**src/rtl/ram_rw_arbiter_if.sv**
```systemverilog
// Requester handshakes and RAM read/write port bundled for the two-port arbiter.
// "slave" is the arbiter's view; "master" is the requesters plus the RAM.
interface ram_rw_arbiter_if;
   logic        req0_valid;
   logic        req0_write;
   logic [63:0] req0_addr;
   logic [63:0] req0_wdata;
   logic        req0_ready;
   logic        rsp0_valid;
   logic [63:0] rsp0_rdata;
   logic        rsp0_error;

   logic        req1_valid;
   logic        req1_write;
   logic [63:0] req1_addr;
   logic [63:0] req1_wdata;
   logic        req1_ready;
   logic        rsp1_valid;
   logic [63:0] rsp1_rdata;
   logic        rsp1_error;

   logic [63:0] ram_addr;
   logic [63:0] ram_data_in;
   logic        ram_write_en;
   logic [63:0] ram_data_out;
   logic        ram_error;

   modport slave (
      input  req0_valid, req0_write, req0_addr, req0_wdata,
      output req0_ready, rsp0_valid, rsp0_rdata, rsp0_error,
      input  req1_valid, req1_write, req1_addr, req1_wdata,
      output req1_ready, rsp1_valid, rsp1_rdata, rsp1_error,
      output ram_addr, ram_data_in, ram_write_en,
      input  ram_data_out, ram_error
   );

   modport master (
      output req0_valid, req0_write, req0_addr, req0_wdata,
      input  req0_ready, rsp0_valid, rsp0_rdata, rsp0_error,
      output req1_valid, req1_write, req1_addr, req1_wdata,
      input  req1_ready, rsp1_valid, rsp1_rdata, rsp1_error,
      input  ram_addr, ram_data_in, ram_write_en,
      output ram_data_out, ram_error
   );
endinterface

```
**src/rtl/ram_rw_arbiter.sv**
```systemverilog
// Round-robin arbiter sharing one 64-bit RAM read/write port between two requesters,
// one access in flight at a time; misaligned accesses are answered with an error.
module ram_rw_arbiter #(
   parameter int RAM_LAT   = 1,
   parameter bit ALIGN_CHK = 1'b1
) (
   input  logic            clk,
   input  logic            reset,
   ram_rw_arbiter_if.slave io_bus
);
   localparam int CW = $clog2(RAM_LAT + 1);

   typedef enum logic [1:0] {IDLE = 2'd0, ACCESS = 2'd1, RESP = 2'd2} state_t;

   state_t        r_state;
   state_t        w_state_next;
   logic          r_last_grant;
   logic          r_port;
   logic          r_write;
   logic          r_misalign;
   logic          r_ram_we;
   logic [63:0]   r_ram_addr;
   logic [63:0]   r_ram_din;
   logic [CW-1:0] r_lat_cnt;
   logic          r_rsp0_valid;
   logic          r_rsp1_valid;
   logic          r_rsp0_error;
   logic          r_rsp1_error;
   logic [63:0]   r_rsp0_rdata;
   logic [63:0]   r_rsp1_rdata;

   logic          w_any;
   logic          w_winner;
   logic          w_accept;
   logic          w_sel_write;
   logic          w_sel_misalign;
   logic          w_done;
   logic          w_rsp_error;
   logic [63:0]   w_sel_addr;
   logic [63:0]   w_sel_wdata;
   logic [63:0]   w_rsp_rdata;

   // On a tie the port that did not win last time is granted.
   always_comb begin
      w_any          = io_bus.req0_valid | io_bus.req1_valid;
      w_winner       = (io_bus.req0_valid && io_bus.req1_valid) ? ~r_last_grant : io_bus.req1_valid;
      w_accept       = (r_state == IDLE) && !reset && w_any;
      w_sel_write    = w_winner ? io_bus.req1_write : io_bus.req0_write;
      w_sel_addr     = w_winner ? io_bus.req1_addr  : io_bus.req0_addr;
      w_sel_wdata    = w_winner ? io_bus.req1_wdata : io_bus.req0_wdata;
      w_sel_misalign = ALIGN_CHK && (w_sel_addr[2:0] != 3'b000);
      w_done         = (r_state == ACCESS) && (r_lat_cnt == CW'(1));
      w_rsp_error    = io_bus.ram_error | r_misalign;
      w_rsp_rdata    = (r_write || w_rsp_error) ? 64'd0 : io_bus.ram_data_out;
   end

   always_comb begin
      w_state_next = r_state;
      case (r_state)
         IDLE:    if (w_accept) w_state_next = ACCESS;
         ACCESS:  if (w_done)   w_state_next = RESP;
         RESP:    w_state_next = IDLE;
         default: w_state_next = IDLE;
      endcase
   end

   always_ff @(posedge clk or posedge reset) begin
      if (reset) begin
         r_state      <= IDLE;
         r_last_grant <= 1'b1;
         r_port       <= 1'b0;
         r_write      <= 1'b0;
         r_misalign   <= 1'b0;
         r_ram_we     <= 1'b0;
         r_ram_addr   <= 64'd0;
         r_ram_din    <= 64'd0;
         r_lat_cnt    <= '0;
         r_rsp0_valid <= 1'b0;
         r_rsp1_valid <= 1'b0;
         r_rsp0_error <= 1'b0;
         r_rsp1_error <= 1'b0;
         r_rsp0_rdata <= 64'd0;
         r_rsp1_rdata <= 64'd0;
      end else begin
         r_state      <= w_state_next;
         r_ram_we     <= 1'b0;
         r_rsp0_valid <= 1'b0;
         r_rsp1_valid <= 1'b0;
         if (w_accept) begin
            r_port       <= w_winner;
            r_last_grant <= w_winner;
            r_write      <= w_sel_write;
            r_misalign   <= w_sel_misalign;
            r_ram_addr   <= w_sel_addr;
            r_ram_din    <= w_sel_wdata;
            r_ram_we     <= w_sel_write && !w_sel_misalign;
            r_lat_cnt    <= CW'(RAM_LAT);
         end
         if (r_state == ACCESS) begin
            r_lat_cnt <= r_lat_cnt - CW'(1);
         end
         // Only the sample taken on the last ACCESS cycle reaches the requester.
         if (w_done && !r_port) begin
            r_rsp0_valid <= 1'b1;
            r_rsp0_rdata <= w_rsp_rdata;
            r_rsp0_error <= w_rsp_error;
         end
         if (w_done && r_port) begin
            r_rsp1_valid <= 1'b1;
            r_rsp1_rdata <= w_rsp_rdata;
            r_rsp1_error <= w_rsp_error;
         end
      end
   end

   assign io_bus.req0_ready   = w_accept && !w_winner;
   assign io_bus.req1_ready   = w_accept && w_winner;
   assign io_bus.rsp0_valid   = r_rsp0_valid;
   assign io_bus.rsp0_rdata   = r_rsp0_rdata;
   assign io_bus.rsp0_error   = r_rsp0_error;
   assign io_bus.rsp1_valid   = r_rsp1_valid;
   assign io_bus.rsp1_rdata   = r_rsp1_rdata;
   assign io_bus.rsp1_error   = r_rsp1_error;
   assign io_bus.ram_addr     = r_ram_addr;
   assign io_bus.ram_data_in  = r_ram_din;
   assign io_bus.ram_write_en = r_ram_we;
endmodule

```
**src/flat_wrapper.sv**
```systemverilog
// flat-port wrapper written by rule: the top's interface ports become plain ports
module ram_rw_arbiter_flat 
#(
   parameter int RAM_LAT   = 1,
   parameter bit ALIGN_CHK = 1'b1
)
  (clk, reset, io_bus_req0_valid, io_bus_req0_write, io_bus_req0_addr, io_bus_req0_wdata, io_bus_req0_ready, io_bus_rsp0_valid, io_bus_rsp0_rdata, io_bus_rsp0_error, io_bus_req1_valid, io_bus_req1_write, io_bus_req1_addr, io_bus_req1_wdata, io_bus_req1_ready, io_bus_rsp1_valid, io_bus_rsp1_rdata, io_bus_rsp1_error, io_bus_ram_addr, io_bus_ram_data_in, io_bus_ram_write_en, io_bus_ram_data_out, io_bus_ram_error);
  ram_rw_arbiter_if io_bus_i ();
  input  logic clk;
  input  logic reset;
  input wire logic [$bits(io_bus_i.req0_valid)-1:0] io_bus_req0_valid;
  input wire logic [$bits(io_bus_i.req0_write)-1:0] io_bus_req0_write;
  input wire logic [$bits(io_bus_i.req0_addr)-1:0] io_bus_req0_addr;
  input wire logic [$bits(io_bus_i.req0_wdata)-1:0] io_bus_req0_wdata;
  output wire logic [$bits(io_bus_i.req0_ready)-1:0] io_bus_req0_ready;
  output wire logic [$bits(io_bus_i.rsp0_valid)-1:0] io_bus_rsp0_valid;
  output wire logic [$bits(io_bus_i.rsp0_rdata)-1:0] io_bus_rsp0_rdata;
  output wire logic [$bits(io_bus_i.rsp0_error)-1:0] io_bus_rsp0_error;
  input wire logic [$bits(io_bus_i.req1_valid)-1:0] io_bus_req1_valid;
  input wire logic [$bits(io_bus_i.req1_write)-1:0] io_bus_req1_write;
  input wire logic [$bits(io_bus_i.req1_addr)-1:0] io_bus_req1_addr;
  input wire logic [$bits(io_bus_i.req1_wdata)-1:0] io_bus_req1_wdata;
  output wire logic [$bits(io_bus_i.req1_ready)-1:0] io_bus_req1_ready;
  output wire logic [$bits(io_bus_i.rsp1_valid)-1:0] io_bus_rsp1_valid;
  output wire logic [$bits(io_bus_i.rsp1_rdata)-1:0] io_bus_rsp1_rdata;
  output wire logic [$bits(io_bus_i.rsp1_error)-1:0] io_bus_rsp1_error;
  output wire logic [$bits(io_bus_i.ram_addr)-1:0] io_bus_ram_addr;
  output wire logic [$bits(io_bus_i.ram_data_in)-1:0] io_bus_ram_data_in;
  output wire logic [$bits(io_bus_i.ram_write_en)-1:0] io_bus_ram_write_en;
  input wire logic [$bits(io_bus_i.ram_data_out)-1:0] io_bus_ram_data_out;
  input wire logic [$bits(io_bus_i.ram_error)-1:0] io_bus_ram_error;
  assign io_bus_i.req0_valid = io_bus_req0_valid;
  assign io_bus_i.req0_write = io_bus_req0_write;
  assign io_bus_i.req0_addr = io_bus_req0_addr;
  assign io_bus_i.req0_wdata = io_bus_req0_wdata;
  assign io_bus_req0_ready = io_bus_i.req0_ready;
  assign io_bus_rsp0_valid = io_bus_i.rsp0_valid;
  assign io_bus_rsp0_rdata = io_bus_i.rsp0_rdata;
  assign io_bus_rsp0_error = io_bus_i.rsp0_error;
  assign io_bus_i.req1_valid = io_bus_req1_valid;
  assign io_bus_i.req1_write = io_bus_req1_write;
  assign io_bus_i.req1_addr = io_bus_req1_addr;
  assign io_bus_i.req1_wdata = io_bus_req1_wdata;
  assign io_bus_req1_ready = io_bus_i.req1_ready;
  assign io_bus_rsp1_valid = io_bus_i.rsp1_valid;
  assign io_bus_rsp1_rdata = io_bus_i.rsp1_rdata;
  assign io_bus_rsp1_error = io_bus_i.rsp1_error;
  assign io_bus_ram_addr = io_bus_i.ram_addr;
  assign io_bus_ram_data_in = io_bus_i.ram_data_in;
  assign io_bus_ram_write_en = io_bus_i.ram_write_en;
  assign io_bus_i.ram_data_out = io_bus_ram_data_out;
  assign io_bus_i.ram_error = io_bus_ram_error;
  ram_rw_arbiter #(.RAM_LAT(RAM_LAT), .ALIGN_CHK(ALIGN_CHK)) u_core (.clk(clk), .reset(reset), .io_bus(io_bus_i));
endmodule
```
**config.mk**
```make
export PLATFORM = sky130hd
export DESIGN_NAME = ram_rw_arbiter_flat
export DESIGN_NICKNAME = d
export VERILOG_FILES = /design/src/rtl/ram_rw_arbiter_if.sv /design/src/rtl/ram_rw_arbiter.sv /design/src/flat_wrapper.sv
export SDC_FILE = /design/constraint.sdc
export NUM_CORES = 1
export LEC_CHECK = 0
export ABC_AREA = 1
export BUFFER_PORTS_ARGS = -buffer_cell sky130_fd_sc_hd__buf_4
export CAP_MARGIN = 20
export CORE_AREA = 2 2 231 233
export DETAILED_ROUTE_END_ITERATION = 7
export DIE_AREA = 0 0 233 235
export GPL_TIMING_DRIVEN = 0
export SYNTH_ARGS = -nofsm -noshare
export SYNTH_HDL_FRONTEND = slang
export SYNTH_SLANG_ARGS = --single-unit
```
**constraint.sdc**
```tcl
create_clock -name clk -period 12.1 [get_ports clk]
set_clock_uncertainty 0.2 [all_clocks]
set_input_delay 1.815 -clock clk [delete_from_list [all_inputs] [get_ports clk]]
set_output_delay 1.815 -clock clk [all_outputs]
set_load 0.005 [all_outputs]
```
==> reports/metrics.yaml, run 1 <==
status:
  status: "finished, final reports clean"
timing:
  holdWs_ps: 270.4
  drv_slew: 0
  rsz0062_at_grt: "no"
  setup_viol: 0
  layout_min_cycle_time_ps: 5420
  hold_violations: 0
  final.period_utilization_pct: 44.80
  tightest_slew_ps: 689.7
  max_freq_mhz: 184.5
  maxSlewHeadroom_pct: 54.02
drt:
  wl_per_cell_um: 18.00
  dr.pass1.iters: 5
  met2_length_um: 26970
  first_iter_violations: 755
  wl_met1_um: 21370
  routed_wl_um: 54830
  vias: 13670
  dr_wl_met3_um: 4832
  topRoutingLayerUsed: "met5"
  antenna_left: 0
  via_per_inst: 4.489
  drc_errors: 0
job:
  drv_cap: 0
floorplanning:
  die_area_um2: 54760
  die_y_um: 235
  rows: 84
  io_pins: 590
  start_util_pct: 24.34
  die_w_um: 233
  core_area_um2: 52240
clock_tree:
  post-cts-setup-buffer-count: 0
  root_buffer: "clkbuf_16"
  clkLatencyLatePin_ps: 520
  ctsHoldBuffers: 0
  cts_tree: "yes"
  cts_htree_levels: 2
  clock_sinks: 268
  clockBufferDepth: 3
  clkTransAtPathRegs_ps: 50
  cts_inserted_buffers: 34
  ctsResizeCount: 0
synthesis:
  syn_inst: 1710
  synth_fa_ha_area_share_pct: 0
  synth-compound-area-share_pct: 5.471
  ys_ff_latch: 268
  synth-simple-area-share_pct: 34.42
  synthDistinctLibCells: 23
  synth_top_family_by_area: "simple AND/OR/NAND/NOR gates"
  synth_nets: 2037
  synthMuxAreaShare_pct: 0
  ys_seq_area_share_pct: 52.75
  syn-cell-area_um2: 12720
  synth_xor_area_share_pct: 0
  syn_area_per_cell_um2: 7.436
  ys.warnings.count: 0
grt:
  grt_pass1_wl_um: 80920
  antenna_found_initial: 6
  grt_pass1_vias: 13780
  grt_usage_pct: 19.38
  grt_overflow: 0
  grt_max_degree: 120
setup_path:
  r2r_cells: 8
  max_stage_delay_ps: 280
  crit_start: "reset"
  crit_path_end_kind: "output port"
  crit_path_frequent_cell: "buf_4"
  critPathBufInv: 6
  r2r_setup_slack_ps: 9920
  crit_arrival_ps: 3410
  critPathRequiredTime_ps: 10090
  r2r-start: "u_core.r_last_grant"
  crit_chain: "buf_4 > inv_8 > nand3_2 > nor2_4 > inv_2 > buf_4 > buf_2 > nor2_1 > buf_4"
  path_class: "primary input to output port"
  path_delay_family: "buffers and inverters"
  crit_path_start_kind: "primary input"
  r2r_end: "u_core.r_misalign"
  cp_slowest_cell: "inv_8"
  path_max_fanout: 49
layout:
  nets: 2663
  drive_gt1_share_pct: 31.69
  area_growth_pct: 50.46
  final_cell_area_um2: 19130
  layout_commonest_cell: "nand2_1"
  mostFrequentLayoutCells: "nand2_1 (900), buf_4 (602), dfrtp_1 (267)"
  fin_util_pct: 36.63
pwr:
  leakagePower_nw: 11.19
  peakVddDrop_v: 0.0001141
  pwr_density_cell_nw_per_um2: 221.7
  finalPower_w: 0.004242
worst_hold_path:
  whs_endpoint: "u_core.io_bus.ram_data_in[25]"
  hp-class: "flop to flop"
  holdPathStages: 2
  hp-start: "u_core.io_bus.ram_data_in[25]"
placement:
  dp.final_hpwl_um: 42840
  placed_cell_area_um2: 18050
  io_buffers: 588
  place.gp.congestion: 0.9692
-- how the worst max path moves through the flow --
stage	to	cells after the start
2_1_floorplan	io_bus_req1_ready	7
3_3_place_gp	io_bus_req1_ready	9
3_5_place_dp	io_bus_req1_ready	9
4_1_cts	io_bus_req1_ready	9
5_1_grt	io_bus_req1_ready	9
6_report	io_bus_req1_ready	9
-- worst min-delay path: cells and delay by family, from the launching register on --
family,cells,cell delay (ps)
simple gates,2,90
flops,1,340
-- cells by family (layout without fill, tap and decap cells) --
logic type,count (synthesis),in the layout
AO/OA/AOI/OAI,138,138
buffers and inverters,196,843
other,0,1
AND/OR/NAND/NOR,1108,1108
flip-flops,268,268
-- power by group --
| group | internal [W] | switching, W | leakage, nW |
|---|---|---|---|
| Sequential | 0.00127 | 0.000226 | 3.50 |
| Combinational | 0.000775 | 0.000976 | 7.16 |
| Clock | 0.000596 | 0.000401 | 0.528 |
| Total | 0.00264 | 0.00160 | 11.2 |
-- metal layers --
metal	global-route usage, %	vias to the layer above
li1	-	6536
met1	22.28	6459
met2	34.12	574
met3	6.019	97
met4	5.964	6
met5	0	-
-- sequential cells by signal, indices dropped and copies added, names as in the netlist --
| name | flops |
|---|---|
| u_core.io_bus.rsp0_valid | 1 |
| u_core.io_bus.rsp1_error | 1 |
| u_core.io_bus.rsp1_rdata | 64 |
| u_core.r_misalign | 1 |
| u_core.io_bus.ram_data_in | 64 |
| u_core.io_bus.ram_addr | 64 |
| u_core.io_bus.rsp0_error | 1 |
| u_core.io_bus.rsp0_rdata | 64 |
| u_core.r_lat_cnt | 1 |
| u_core.io_bus.ram_write_en | 1 |
| u_core.r_last_grant | 1 |
| u_core.r_state | 2 |
| u_core.r_port | 1 |
| u_core.io_bus.rsp1_valid | 1 |
| u_core.r_write | 1 |
-- synth_stat cells, drive strengths merged --
library cell    n  share of area (%)
clkbuf         26               0.77
nand2         902                 27
nor2           74                2.4
o21a            2               0.12
inv            76                2.2
o21ai         133                5.2
nand3b          1              0.059
nor3b           1              0.098
nand3         130                5.2
buf            94                4.3
dfstp           1               0.21
a21oi           3               0.12
dfrtp         267                 53
-- metrics by stage --
step | setup TNS (ps) | std cells | worst slack (ps)
after floorplan | 0 | 1710 | 1397
after detailed placement | 0 | 2988 | 6594
after global placement | -274770 | 2986 | -2120
after global routing | 0 | 3046 | 6522
final | 0 | 3046 | 6680
after CTS | 0 | 3045 | 6595
-- area by class of cell --
| cell class | count | area, um2 |
|---|---|---|
| tap | 688 | 860.8 |
| clock buffer | 45 | 953.4 |
| buffer | 120 | 650.6 |
| clock inverter | 12 | 122.6 |
| fill | 5443 | 33100 |
| sequential | 268 | 6708 |
| multi-input combinational | 1246 | 5072 |
| antenna | 1 | 2.502 |
| inverter | 76 | 292.8 |
| timing repair buffer | 590 | 4469 |
No activity file was read; power rests on OpenSTA's default activity.
==> run 2, diff against run 1 <==
clock period = 5 ns   (was 12.1 ns; I/O delays follow)
==> reports/metrics.yaml, run 2 (same netlist as run 1, synthesis figures left out) <==
status:
  status: "finished, final reports clean"
setup_path:
  path_delay_family: "buffers and inverters"
  crit_arrival_ps: 2440
  critPathRequiredTime_ps: 4050
  crit_chain: "buf_4 > clkinvlp_4 > nand3_2 > nor2_4 > inv_2 > buf_6 > buf_6 > nor2_1 > buf_4"
  path_max_fanout: 26
  path_class: "primary input to output port"
  cp_slowest_cell: "clkinvlp_4"
  max_stage_delay_ps: 550
  crit_path_start_kind: "primary input"
  crit_path_end_kind: "output port"
  critPathBufInv: 6
timing:
  hold_violations: 0
  drv_slew: 0
  holdWs_ps: 129.0
  layout_min_cycle_time_ps: 3387
  rsz0062_at_grt: "no"
  setup_viol: 0
  max_freq_mhz: 295.3
  final.period_utilization_pct: 67.73
  worst_slack_ps: 1613
  setup_tns_ps: 0
  maxSlewHeadroom_pct: 50.09
  tightest_slew_ps: 748.6
layout:
  nets: 2668
  area_growth_pct: 51.12
  drive_gt1_share_pct: 31.94
  n_fill_cell: 5497
  mostFrequentLayoutCells: "nand2_1 (900), buf_4 (601), dfrtp_1 (267)"
  layout_commonest_cell: "nand2_1"
  fin_util_pct: 36.79
drt:
  dr.pass1.iters: 5
  antenna_left: 0
  routed_wl_um: 55480
  vias: 13620
  drc_errors: 0
  via_per_inst: 4.451
  wl_per_cell_um: 18.12
  first_iter_violations: 727
placement:
  dp.final_hpwl_um: 44620
  io_buffers: 588
  dp_slack_ps: 1479
  place.gp.congestion: 0.9539
clock_tree:
  root_buffer: "clkbuf_16"
  ctsResizeCount: 0
  ctsHoldBuffers: 0
  clkLatencyLatePin_ps: 530
  cts_tree: "yes"
  cts_htree_levels: 2
  clkTransAtPathRegs_ps: 60
  post-cts-setup-buffer-count: 0
  clockBufferDepth: 3
  clock_sinks: 268
  cts_inserted_buffers: 34
pwr:
  p_clk_share_pct: 22.8
  pwr_density_cell_nw_per_um2: 530.4
  switchingPower_w: 0.003895
  peakVddDrop_v: 0.0002499
  combPwrFrac_pct: 41.8
  seq_power_share_pct: 35.5
  switching_share_pct: 38.22
  internal_power_w: 0.006296
  leakagePower_nw: 11.22
job:
  drv_cap: 0
grt:
  grt_pass1_wl_um: 82910
  use_met2_pct: 34.69
  grt_busiest_layer: "met2"
  grt_overflow: 0
  grt_util_met1_pct: 22.65
  use_met3_pct: 6.129
  antenna_found_initial: 13
  grt_pass1_vias: 13800
  grt_max_degree: 43
  grt_usage_pct: 19.86
floorplanning:
  rows: 84
  core_area_um2: 52240
  start_util_pct: 24.34
  io_pins: 590
  die_area_um2: 54760
  die_y_um: 235
  die_w_um: 233
worst_hold_path:
  hp-class: "primary input to async pin"
-- run 2: changes by cell type in the layout (fill, tap and decap cells not counted), sizes merged --
| cell | change |
|---|---|
| buf | +5 |
| bufinv | -2 |
| clkinv | +3 |
| diode | +8 |
| inv | +1 |
-- run 2: power groups by stage --
stage	registers (W)	clock network (W)	logic, W
2_1_floorplan	0.00360	0	0.00175
4_1_cts	0.00361	0.00240	0.00434
3_5_place_dp	0.00363	0	0.00433
3_3_place_gp	0.00360	0	0.00426
6_report	0.00361	0.00232	0.00426
5_1_grt	0.00371	0.00251	0.00474
-- run 2: final timing paths --
check	start	endpoint	slack (ps)	depth (start not counted)
max in group asynchronous	reset	u_core.io_bus.rsp0_rdata[14]	3220	5
worst min-delay path	reset	u_core.io_bus.ram_data_in[25]	130	2
worst max-delay path	reset	io_bus_req1_ready	1610	9
worst min register to register	u_core.io_bus.ram_data_in[33]	u_core.io_bus.ram_data_in[33]	270	2
worst max register to register	u_core.r_state[1]	u_core.io_bus.ram_addr[9]	3030	7
min in group clk	u_core.io_bus.ram_data_in[33]	u_core.io_bus.ram_data_in[33]	270	2
-- run 2: through the flow --
stage	cells	power, W	cell area (um2)
3_5_place_dp	2993	0.007959	18150
3_3_place_gp	2986	0.007867	18010
2_1_floorplan	1710	0.005352	12730
6_report	3061	0.01019	19220
4_1_cts	3052	0.01035	19190
5_1_grt	3059	0.01096	19210
-- run 2: final cells by class --
cell class	instances	area, um2	share of cell area, %
well taps	688	860.8	4.480
multi-input cells	1246	5076	26.42
repair buffers	595	4554	23.70
clock inverters	14	102.6	0.5339
clock buffers	45	942.2	4.903
plain buffers	120	660.6	3.438
flip-flops and latches	268	6708	34.91
diodes	9	22.52	0.1172
inverters	76	289.0	1.504
-- run 2: metal layers --
layer	part of all wire (%)	vias to the layer above
li1	-	6551
met3	8.5	88
met5	0.074	-
met4	3.1	6
met2	50	530
met1	38	6449
==> run 3, diff against run 2 <==
clock period = 3.49 ns   (was 5 ns; I/O delays follow)
==> reports/metrics.yaml, run 3 (same netlist as run 1, synthesis figures left out) <==
grt:
  grt_max_degree: 42
  antenna_found_initial: 9
  grt_pass1_wl_um: 82990
  grt_pass1_vias: 13770
  grt_overflow: 0
  grt_usage_pct: 19.85
placement:
  placed_cell_area_um2: 18150
  io_buffers: 588
  place.gp.congestion: 0.9462
  dp.final_hpwl_um: 45000
setup_path:
  path_max_fanout: 41
  path_delay_family: "buffers and inverters"
  crit_path_end_kind: "output port"
  critPathBufInv: 5
  crit_path_frequent_cell: "buf_4"
  r2r_setup_slack_ps: 1370
  critPathRequiredTime_ps: 2770
  crit_chain: "dlygate4sd3_1 > buf_4 > clkinvlp_4 > buf_12 > nand3_2 > nor3b_2 > buf_4"
  path_class: "primary input to output port"
  crit_arrival_ps: 2490
  max_stage_delay_ps: 530
  cp_slowest_cell: "dlygate4sd3_1"
  crit_path_start_kind: "primary input"
layout:
  area_growth_pct: 52.51
  nets: 2670
  fin_util_pct: 37.13
  final_cell_area_um2: 19390
  mostFrequentLayoutCells: "nand2_1 (900), buf_4 (601), dfrtp_1 (267)"
  layout_commonest_cell: "nand2_1"
  drive_gt1_share_pct: 31.90
timing:
  tightest_slew_ps: 780.1
  drv_slew: 0
  rsz0062_at_grt: "no"
  final.period_utilization_pct: 92.15
  max_freq_mhz: 310.9
  setup_viol: 0
  hold_violations: 0
  maxSlewHeadroom_pct: 47.99
  layout_min_cycle_time_ps: 3216
pwr:
  finalPower_w: 0.01509
  leakagePower_nw: 11.30
  peakVddDrop_v: 0.0003720
  pwr_density_cell_nw_per_um2: 778.0
drt:
  wl_per_cell_um: 18.28
  first_iter_violations: 694
  via_per_inst: 4.425
  vias: 13550
  dr.pass1.iters: 5
  drc_errors: 0
  routed_wl_um: 55970
  antenna_left: 0
clock_tree:
  root_buffer: "clkbuf_16"
  clkLatencyLatePin_ps: 530
  clockBufferDepth: 3
  clock_sinks: 268
  cts_inserted_buffers: 35
  cts_htree_levels: 2
  cts_tree: "yes"
  post-cts-setup-buffer-count: 0
  clkTransAtPathRegs_ps: 60
floorplanning:
  die_y_um: 235
  core_area_um2: 52240
  die_w_um: 233
  die_area_um2: 54760
  io_pins: 590
  rows: 84
  start_util_pct: 24.34
status:
  status: "finished, final reports clean"
worst_hold_path:
  hp-class: "primary input to flop"
job:
  drv_cap: 0
==> run 3: what timing repair did <==
action | 4_1_cts | 5_1_grt
hold buffers | 1 | 0
gates resized for setup | 0 | 0
endpoints found under the hold margin | 78 | 0
==> run 3: worst paths after layout <==
path                                                      end                           from  depth (start not counted)
max in group asynchronous          u_core.io_bus.ram_addr[25]                          reset                          7
min in group asynchronous       u_core.io_bus.ram_data_in[17]                          reset                          3
worst min register to register  u_core.io_bus.ram_data_in[27]  u_core.io_bus.ram_data_in[27]                          2
worst max-delay path                        io_bus_req0_ready                          reset                          7
worst max register to register   u_core.io_bus.rsp1_rdata[58]              u_core.r_misalign                          6
worst min-delay path            u_core.io_bus.ram_data_in[49]          io_bus_req0_wdata[49]                          5
==> run 3: tightest hold or removal path, delay by kind of cell <==
kind,cells,cell delay [ps]
AND/OR/NAND/NOR,4,180
buffers and inverters,1,80
==> run 3: area by class of cell <==
class | instances | area, um2
Antenna cell | 4 | 10.01
Timing Repair Buffer | 596 | 4564
Clock inverter | 9 | 163.9
Fill cell | 5453 | 32840
Inverter | 76 | 289.0
Multi-Input combinational cell | 1246 | 5075
Clock buffer | 55 | 1062
Tap cell | 688 | 860.8
Buffer | 120 | 660.6
Sequential cell | 268 | 6708
==> run 3: through the flow <==
| stage | TNS [ps] | hold slack (ps) | std cells | worst slack [ps] |
|---|---|---|---|---|
| detailed placement | 0 | 239.1 | 2993 | 690.5 |
| global route | 0 | 72.96 | 3062 | 98.33 |
| CTS | 0 | 39.96 | 3058 | 148.6 |
| finish | 0 | 82.01 | 3062 | 274.0 |
| floorplan | -502630 | 249.6 | 1710 | -2455 |
| global placement | -1325760 | 257.2 | 2986 | -5040 |
==> run 3: power breakdown <==
group | switching [W] | internal [W]
sequential | 0.000771 | 0.00440
combinational | 0.00339 | 0.00271
clock | 0.00143 | 0.00239
==> run 3: per-layer routing <==
| layer | global-route usage [%] | up-vias | share of wire (%) |
|---|---|---|---|
| met2 | 35.50 | 508 | 51 |
| li1 | - | 6569 | - |
| met5 | 0 | - | 0.018 |
| met3 | 5.413 | 75 | 8.1 |
| met1 | 22.73 | 6396 | 39 |
| met4 | 6.350 | 2 | 2.5 |
